$ cat config.mk
export PLATFORM = sky130hd
export DESIGN_NAME = fpu_iter_pipe
export DESIGN_NICKNAME = d
export VERILOG_FILES = /design/src/rtl/fpu_iter_pipe.sv
export SDC_FILE = /design/constraint.sdc
export NUM_CORES = 2
export LEC_CHECK = 0
export BUFFER_PORTS_ARGS = -buffer_cell sky130_fd_sc_hd__buf_2
export CAP_MARGIN = 20
export CORE_ASPECT_RATIO = 0.7
export CORE_MARGIN = 4
export CORE_UTILIZATION = 30
export CTS_CLUSTER_DIAMETER = 60
export CTS_CLUSTER_SIZE = 10
export DETAILED_ROUTE_END_ITERATION = 7
export SYNTH_ARGS = -nofsm -noshare
export SYNTH_HDL_FRONTEND = slang
export SYNTH_SLANG_ARGS = --single-unit
export TNS_END_PERCENT = 30
$ cat constraint.sdc
create_clock -name clk -period 24.9 [get_ports clk]
set_input_delay 4.98 -clock clk [delete_from_list [all_inputs] [get_ports clk]]
set_output_delay 4.98 -clock clk [all_outputs]
set_load 0.02 [all_outputs]
$ cat src/rtl/fpu_iter_pipe.sv
// fpu_iter_pipe: handshaked add/sub/mul/div FPU, round-toward-zero.
// Subnormals read as zero; division retires one quotient bit per cycle.
module fpu_iter_pipe #(
  parameter int EXP_W = 8,
  parameter int MAN_W = 23,
  parameter int TAG_W = 4
) (
  input  logic                 clk,
  input  logic                 rst,
  input  logic                 in_valid,
  output logic                 in_ready,
  input  logic [1:0]           in_op,
  input  logic [EXP_W+MAN_W:0] in_a,
  input  logic [EXP_W+MAN_W:0] in_b,
  input  logic [TAG_W-1:0]     in_tag,
  output logic                 out_valid,
  input  logic                 out_ready,
  output logic [EXP_W+MAN_W:0] out_result,
  output logic [3:0]           out_flags,
  output logic [TAG_W-1:0]     out_tag,
  output logic                 busy
);
  localparam int W      = 1 + EXP_W + MAN_W;
  localparam int BIAS   = (1 << (EXP_W - 1)) - 1;
  localparam int DIV_IT = MAN_W + 2;
  localparam int EMAX   = (1 << EXP_W) - 1;
  localparam int MW     = MAN_W + 1;
  localparam int AW     = MAN_W + 4;
  localparam int XW     = EXP_W + 2;
  localparam int CW     = $clog2(DIV_IT);

  typedef logic signed [XW-1:0] sexp_t;
  typedef enum logic [1:0] {IDLE, CALC, DIV, DONE} state_t;

  localparam logic [W-1:0] QNAN =
    {1'b0, {EXP_W{1'b1}}, 1'b1, {(MAN_W-1){1'b0}}};

  function automatic logic [W-1:0] inf_of(input logic s);
    return {s, {EXP_W{1'b1}}, {MAN_W{1'b0}}};
  endfunction

  // Returns {overflow, underflow, result}.
  function automatic logic [W+1:0] pack(
    input logic               s,
    input sexp_t              e,
    input logic [MAN_W-1:0]   f
  );
    if (e >= sexp_t'(EMAX)) return {2'b10, inf_of(s)};
    if (e <= sexp_t'(0)) return {2'b01, s, {(W-1){1'b0}}};
    return {2'b00, s, EXP_W'(e), f};
  endfunction

  function automatic int lzc(input logic [AW-1:0] v);
    int n;
    n = AW;
    for (int i = 0; i < AW; i++)
      if (v[i]) n = AW - 1 - i;
    return n;
  endfunction

  state_t           r_state, w_next;
  logic [1:0]       r_op;
  logic [W-1:0]     r_a, r_b, r_res;
  logic [3:0]       r_flags;
  logic [TAG_W-1:0] r_tag;
  logic [MW:0]      r_rem;
  logic [MAN_W:0]   r_quo;
  logic [CW-1:0]    r_cnt;

  logic             w_sa, w_sb, w_sbe, w_ms;
  logic [EXP_W-1:0] w_ea, w_eb;
  logic [MW-1:0]    w_ma, w_mb;
  logic             w_za, w_zb, w_ia, w_ib, w_na, w_nb;

  assign w_sa  = r_a[W-1];
  assign w_sb  = r_b[W-1];
  assign w_ea  = r_a[W-2:MAN_W];
  assign w_eb  = r_b[W-2:MAN_W];
  assign w_ma  = {1'b1, r_a[MAN_W-1:0]};
  assign w_mb  = {1'b1, r_b[MAN_W-1:0]};
  assign w_za  = (w_ea == '0);
  assign w_zb  = (w_eb == '0);
  assign w_ia  = (&w_ea) && (r_a[MAN_W-1:0] == '0);
  assign w_ib  = (&w_eb) && (r_b[MAN_W-1:0] == '0);
  assign w_na  = (&w_ea) && (|r_a[MAN_W-1:0]);
  assign w_nb  = (&w_eb) && (|r_b[MAN_W-1:0]);
  assign w_sbe = w_sb ^ (r_op == 2'b01);
  assign w_ms  = w_sa ^ w_sb;

  logic             w_swap, w_xs, w_eff_sub;
  logic [EXP_W-1:0] w_xe, w_ye, w_diff;
  logic [MW-1:0]    w_xm, w_ym;
  logic [2*AW-1:0]  w_ywide;
  logic [AW-1:0]    w_yal, w_norm;
  logic [AW:0]      w_sum;
  int               w_sh, w_lz;
  sexp_t            w_aexp, w_mexp, w_dexp;
  logic [W+1:0]     w_add_pk, w_mul_pk, w_div_pk;
  logic [2*MW-1:0]  w_prod;
  logic             w_ge;
  logic [MW:0]      w_rsub, w_rem_n, w_quo_n;

  // Datapaths: aligned add with guard/round/sticky, mul, one divide step.
  always_comb begin
    w_swap = r_b[W-2:0] > r_a[W-2:0];
    w_xs   = w_swap ? w_sbe : w_sa;
    w_xe   = w_swap ? w_eb : w_ea;
    w_ye   = w_swap ? w_ea : w_eb;
    w_xm   = w_swap ? w_mb : w_ma;
    w_ym   = w_swap ? w_ma : w_mb;
    w_diff = w_xe - w_ye;
    w_sh   = (int'(w_diff) > AW) ? AW : int'(w_diff);
    w_ywide = {w_ym, 3'b000, {AW{1'b0}}} >> w_sh;
    w_yal  = w_ywide[2*AW-1:AW] | AW'(|w_ywide[AW-1:0]);
    w_eff_sub = (w_sa != w_sbe);
    w_sum  = w_eff_sub ? {1'b0, w_xm, 3'b000} - {1'b0, w_yal}
                       : {1'b0, w_xm, 3'b000} + {1'b0, w_yal};
    w_lz   = 0;
    if (w_sum[AW]) begin
      w_norm = AW'(w_sum >> 1) | AW'(w_sum[0]);
      w_aexp = sexp_t'(w_xe) + sexp_t'(1);
    end else begin
      w_lz   = lzc(AW'(w_sum));
      w_norm = AW'(w_sum) << w_lz;
      w_aexp = sexp_t'(w_xe) - sexp_t'(w_lz);
    end
    w_add_pk = pack(w_xs, w_aexp, MAN_W'(w_norm >> 3));

    w_prod = {{MW{1'b0}}, w_ma} * {{MW{1'b0}}, w_mb};
    w_mexp = sexp_t'(w_ea) + sexp_t'(w_eb) - sexp_t'(BIAS)
           + sexp_t'(w_prod[2*MW-1]);
    w_mul_pk = pack(w_ms, w_mexp,
      w_prod[2*MW-1] ? MAN_W'(w_prod >> MW)
                     : MAN_W'(w_prod >> (MW-1)));

    w_dexp = sexp_t'(w_ea) - sexp_t'(w_eb) + sexp_t'(BIAS)
           - sexp_t'(w_ma < w_mb);
    w_ge    = r_rem >= {1'b0, w_mb};
    w_rsub  = w_ge ? r_rem - {1'b0, w_mb} : r_rem;
    w_rem_n = w_rsub << 1;
    w_quo_n = {r_quo, w_ge};
    w_div_pk = pack(w_ms, w_dexp,
      w_quo_n[MW] ? MAN_W'(w_quo_n >> 1) : MAN_W'(w_quo_n));
  end

  logic [W-1:0] w_res;
  logic [3:0]   w_flg;
  logic         w_go_div;

  always_comb begin
    w_res    = '0;
    w_flg    = '0;
    w_go_div = 1'b0;
    if (w_na || w_nb) begin
      w_res = QNAN;
    end else begin
      case (r_op)
        2'b10: begin
          if ((w_za && w_ib) || (w_ia && w_zb)) begin
            w_res = QNAN;
            w_flg = 4'b1000;
          end else if (w_ia || w_ib) begin
            w_res = inf_of(w_ms);
          end else if (w_za || w_zb) begin
            w_res = {w_ms, {(W-1){1'b0}}};
          end else begin
            w_res = w_mul_pk[W-1:0];
            w_flg = {2'b00, w_mul_pk[W+1:W]};
          end
        end
        2'b11: begin
          if ((w_za && w_zb) || (w_ia && w_ib)) begin
            w_res = QNAN;
            w_flg = 4'b1000;
          end else if (w_ia) begin
            w_res = inf_of(w_ms);
          end else if (w_ib || w_za) begin
            w_res = {w_ms, {(W-1){1'b0}}};
          end else if (w_zb) begin
            w_res = inf_of(w_ms);
            w_flg = 4'b0100;
          end else begin
            w_go_div = 1'b1;
          end
        end
        default: begin
          if (w_ia && w_ib && (w_sa != w_sbe)) begin
            w_res = QNAN;
            w_flg = 4'b1000;
          end else if (w_ia) begin
            w_res = inf_of(w_sa);
          end else if (w_ib) begin
            w_res = inf_of(w_sbe);
          end else if (w_za && w_zb) begin
            w_res = {w_sa & w_sbe, {(W-1){1'b0}}};
          end else if (w_za) begin
            w_res = {w_sbe, r_b[W-2:0]};
          end else if (w_zb) begin
            w_res = r_a;
          end else if (w_sum == '0) begin
            w_res = '0;
          end else begin
            w_res = w_add_pk[W-1:0];
            w_flg = {2'b00, w_add_pk[W+1:W]};
          end
        end
      endcase
    end
  end

  logic w_last;
  assign w_last = (r_cnt == CW'(DIV_IT - 1));

  always_ff @(posedge clk) begin
    if (rst) r_state <= IDLE;
    else     r_state <= w_next;
  end

  always_comb begin
    w_next = r_state;
    unique case (r_state)
      IDLE: if (in_valid) w_next = CALC;
      CALC: w_next = w_go_div ? DIV : DONE;
      DIV:  if (w_last) w_next = DONE;
      DONE: if (out_ready) w_next = IDLE;
      default: w_next = IDLE;
    endcase
  end

  always_ff @(posedge clk) begin
    if (rst) begin
      r_op    <= '0;
      r_a     <= '0;
      r_b     <= '0;
      r_tag   <= '0;
      r_res   <= '0;
      r_flags <= '0;
      r_rem   <= '0;
      r_quo   <= '0;
      r_cnt   <= '0;
    end else begin
      if (in_valid && in_ready) begin
        r_op  <= in_op;
        r_a   <= in_a;
        r_b   <= in_b;
        r_tag <= in_tag;
      end
      if (r_state == CALC) begin
        if (w_go_div) begin
          r_rem <= {1'b0, w_ma};
          r_quo <= '0;
          r_cnt <= '0;
        end else begin
          r_res   <= w_res;
          r_flags <= w_flg;
        end
      end
      if (r_state == DIV) begin
        r_rem <= w_rem_n;
        r_quo <= w_quo_n[MAN_W:0];
        r_cnt <= r_cnt + CW'(1);
        if (w_last) begin
          r_res   <= w_div_pk[W-1:0];
          r_flags <= {2'b00, w_div_pk[W+1:W]};
        end
      end
    end
  end

  assign in_ready   = (r_state == IDLE);
  assign busy       = (r_state != IDLE);
  assign out_valid  = (r_state == DONE);
  assign out_result = r_res;
  assign out_flags  = r_flags;
  assign out_tag    = r_tag;
endmodule

==> results.toml <==
[drt]
route.detailed.drc = 0
first_iter_violations = 5336
vias = 39350
viasPerCell = 5.797
dr.pass1.iters = 8
wl_um = 187700
post_drt_wl_per_cell_um = 27.66
ant_nets = 0

[finish]
fillers = 13500
area_delta_synth_final_pct = 8.483
final_common_cell = "nand2_1"
layout_common_cells = "nand2_1, inv_1, nor2_1"
multi_input_area_um2 = 31220
nets = 6025
drive_gt1_share_pct = 7.918
ff_latch_area_um2 = 3243

[sta]
hold_violations = 0
relSlewSlack_pct = 10.39
fin_skew_ns = 0.01878
maxClockFrequency_ghz = 0.05979
drv_slew = 0
setup_viol = 0
period_needed_ns = 16.72
tightest_slew_ns = 1.310
period_share_pct = 67.17
hold_ws_ns = 0.4516
fin_setup_tns_ns = 0
rsz0062_at_grt = "false"

[clocking]
cts_buffer_depth = 2
h-tree-depth = 4
cts_resized = 0
cts_sinks = 162
cts_tree = "yes"
cts_root_buf = "clkbuf_16"
cts_buffers = 17
clock_latency_ns = 0.53
postCtsSetupRepairBufs = 0
cts_hold_buf = 0
clkTransAtPathRegs_ns = 0.09

[logic_synthesis]
synth_seq_cells = 162
ys_warn_count = 0
synth-main-ff-cell = "dfxtp_1"
synth-edff-count = 0
synth_fp_nets = 6045
ys_types = 105
yosysTopAreaCell = "fa_1"
synthArstFlopShare_pct = 0
syn-cell-area_um2 = 38420
ys_seq_area_share_pct = 8.440
avgSynthCellArea_um2 = 7.500
synth.area.top_cells = "fa_1, ha_1, dfxtp_1, nand2_1, inv_1"
netlist_instances = 5123
yosysTopAreaCellShare_pct = 25.37

[floorplanning]
die_y_um = 307.4
fp-row-count = 109
dieArea_um2 = 134000
start_util_pct = 30.33
die_w_um = 435.8
boundaryPins = 117
core_um2 = 126700

[setup_path]
arrival_ns = 17.18
critPathMaxStageDelay_ns = 0.86
crit_path_start_kind = "flip-flop"
path_max_fanout = 41
worstSetupEndpointType = "flip-flop"
cp_top_family = "compound AO/OA/AOI/OAI gates"
cpMostUsedCell = "a21oi_1"
worstSetupPathType = "reg2reg"
slowest_stage = "a221oi_1"
cp.required_ns = 25.36
worst-path-buf-inv = 6

[status]
status = "complete, no violations"

[global_route]
grt_use_met2_pct = 37.22
grt_pass1_wl_um = 271300
grt_busiest_layer = "met1"
grt_util_met3_pct = 8.615
grt_pass1_vias = 38220
track_usage_pct = 27.43
grt_max_degree = 76
met1_usage_pct = 40.65
grt.overflow.total = 0
antenna_found_initial = 9

[placed_design]
place_congestion = 1.067
dpl.hpwl_um = 144200
numPortBuffers = 116

[worst_hold_path]
min_path_type = "reg2reg"

[job]
maxCapViolCount = 0
==> state kept, by name, indices dropped and copies added (netlist names) <==
name,cells
out_result,32
r_a,32
r_b,32
r_rem,25
r_quo,24
r_cnt,5
out_flags,4
out_tag,4
r_op,2
r_state,2
==> path summary, 6_finish.rpt <==
kind / startpoint / to / slack (ns) / cells after the start
worst max register to register: r_a[4]$_SDFFE_PP0P_ / out_result[4]$_SDFF_PP0_ / 8.18 / 61
worst min-delay path: out_tag[2]$_SDFFE_PP0P_ / out_tag[2]$_SDFFE_PP0P_ / 0.45 / 2
worst max-delay path: r_a[4]$_SDFFE_PP0P_ / out_result[4]$_SDFF_PP0_ / 8.18 / 61
worst min register to register: out_tag[2]$_SDFFE_PP0P_ / out_tag[2]$_SDFFE_PP0P_ / 0.45 / 2
==> synthesized netlist by cell type, types with 10 or more instances <==
master / count
nor3_1: 114
a22oi_1: 19
or2_2: 15
and4_1: 10
a32oi_1: 10
o21ai_1: 13
buf_2: 21
buf_1: 30
and3_1: 18
inv_1: 722
a21boi_0: 19
o211ai_1: 53
a221oi_1: 52
and2_1: 21
mux2_2: 29
o21bai_1: 26
o31ai_1: 27
nor4_1: 36
a211o_1: 16
clkbuf_1: 261
fa_1: 487
a22o_1: 11
nand2_1: 723
nand3_1: 107
o221ai_1: 20
mux2i_1: 69
o21ai_0: 221
nand4_1: 49
o2111ai_1: 13
ha_1: 361
a21oi_1: 349
a31oi_1: 35
a211oi_1: 33
xor2_1: 33
xnor2_1: 58
nor2b_1: 32
nor2_1: 509
o22ai_1: 31
dfxtp_1: 162
a311oi_1: 11
nand2b_1: 21
clkinv_1: 10
a21o_1: 57
or3_1: 27
o21a_1: 16
==> final cells by class <==
| type | count | area share, % |
|---|---|---|
| Multi-Input combinational cell | 3907 | 74.91 |
| Sequential cell | 162 | 7.780 |
| Inverter | 736 | 6.631 |
| Tap cell | 1665 | 4.998 |
| Timing Repair Buffer | 279 | 4.322 |
| Clock buffer | 18 | 1.030 |
| Clock inverter | 13 | 0.2852 |
| Antenna cell | 8 | 0.04803 |
==> per-layer routing <==
metal  vias up  wire length (µm)
met2      2481             71910
met1     19490             85170
met4         2              6477
li1      17060                 -
met5         -               126
met3       317             24060
==> cells by family after synthesis <==
| logic type | count (synthesis) | synth area share, % |
|---|---|---|
| simple gates | 1724 | 19.65 |
| compound gates | 1143 | 19.47 |
| buf+inv | 1054 | 10.46 |
| fa+ha+maj | 848 | 37.13 |
| flops | 162 | 8.440 |
| mux | 100 | 2.745 |
| xor+xnor | 92 | 2.117 |
==> stage by stage <==
stage | cell area, µm² | utilization (%) | cells | setup slack, ns
2_1_floorplan | 38420 | - | 5123 | 11.24
3_3_place_gp | 41050 | 32.40 | 6740 | 9.152
3_5_place_dp | 41070 | 32.42 | 6743 | 9.011
4_1_cts | 41620 | 32.85 | 6774 | 8.936
5_1_grt | 41660 | 32.88 | 6780 | 7.259
6_report | 41680 | 32.90 | 6788 | 8.175
==> tightest hold or removal path, cell delays in order, from the launching register on <==
cell and delay (ns):
dfxtp_1 0.31, nand2_1 0.05, a21oi_1 0.05
Power is left out: the tool's default activity adds up to more than one toggle a clock period on the data nets, which glitch-free logic cannot reach.
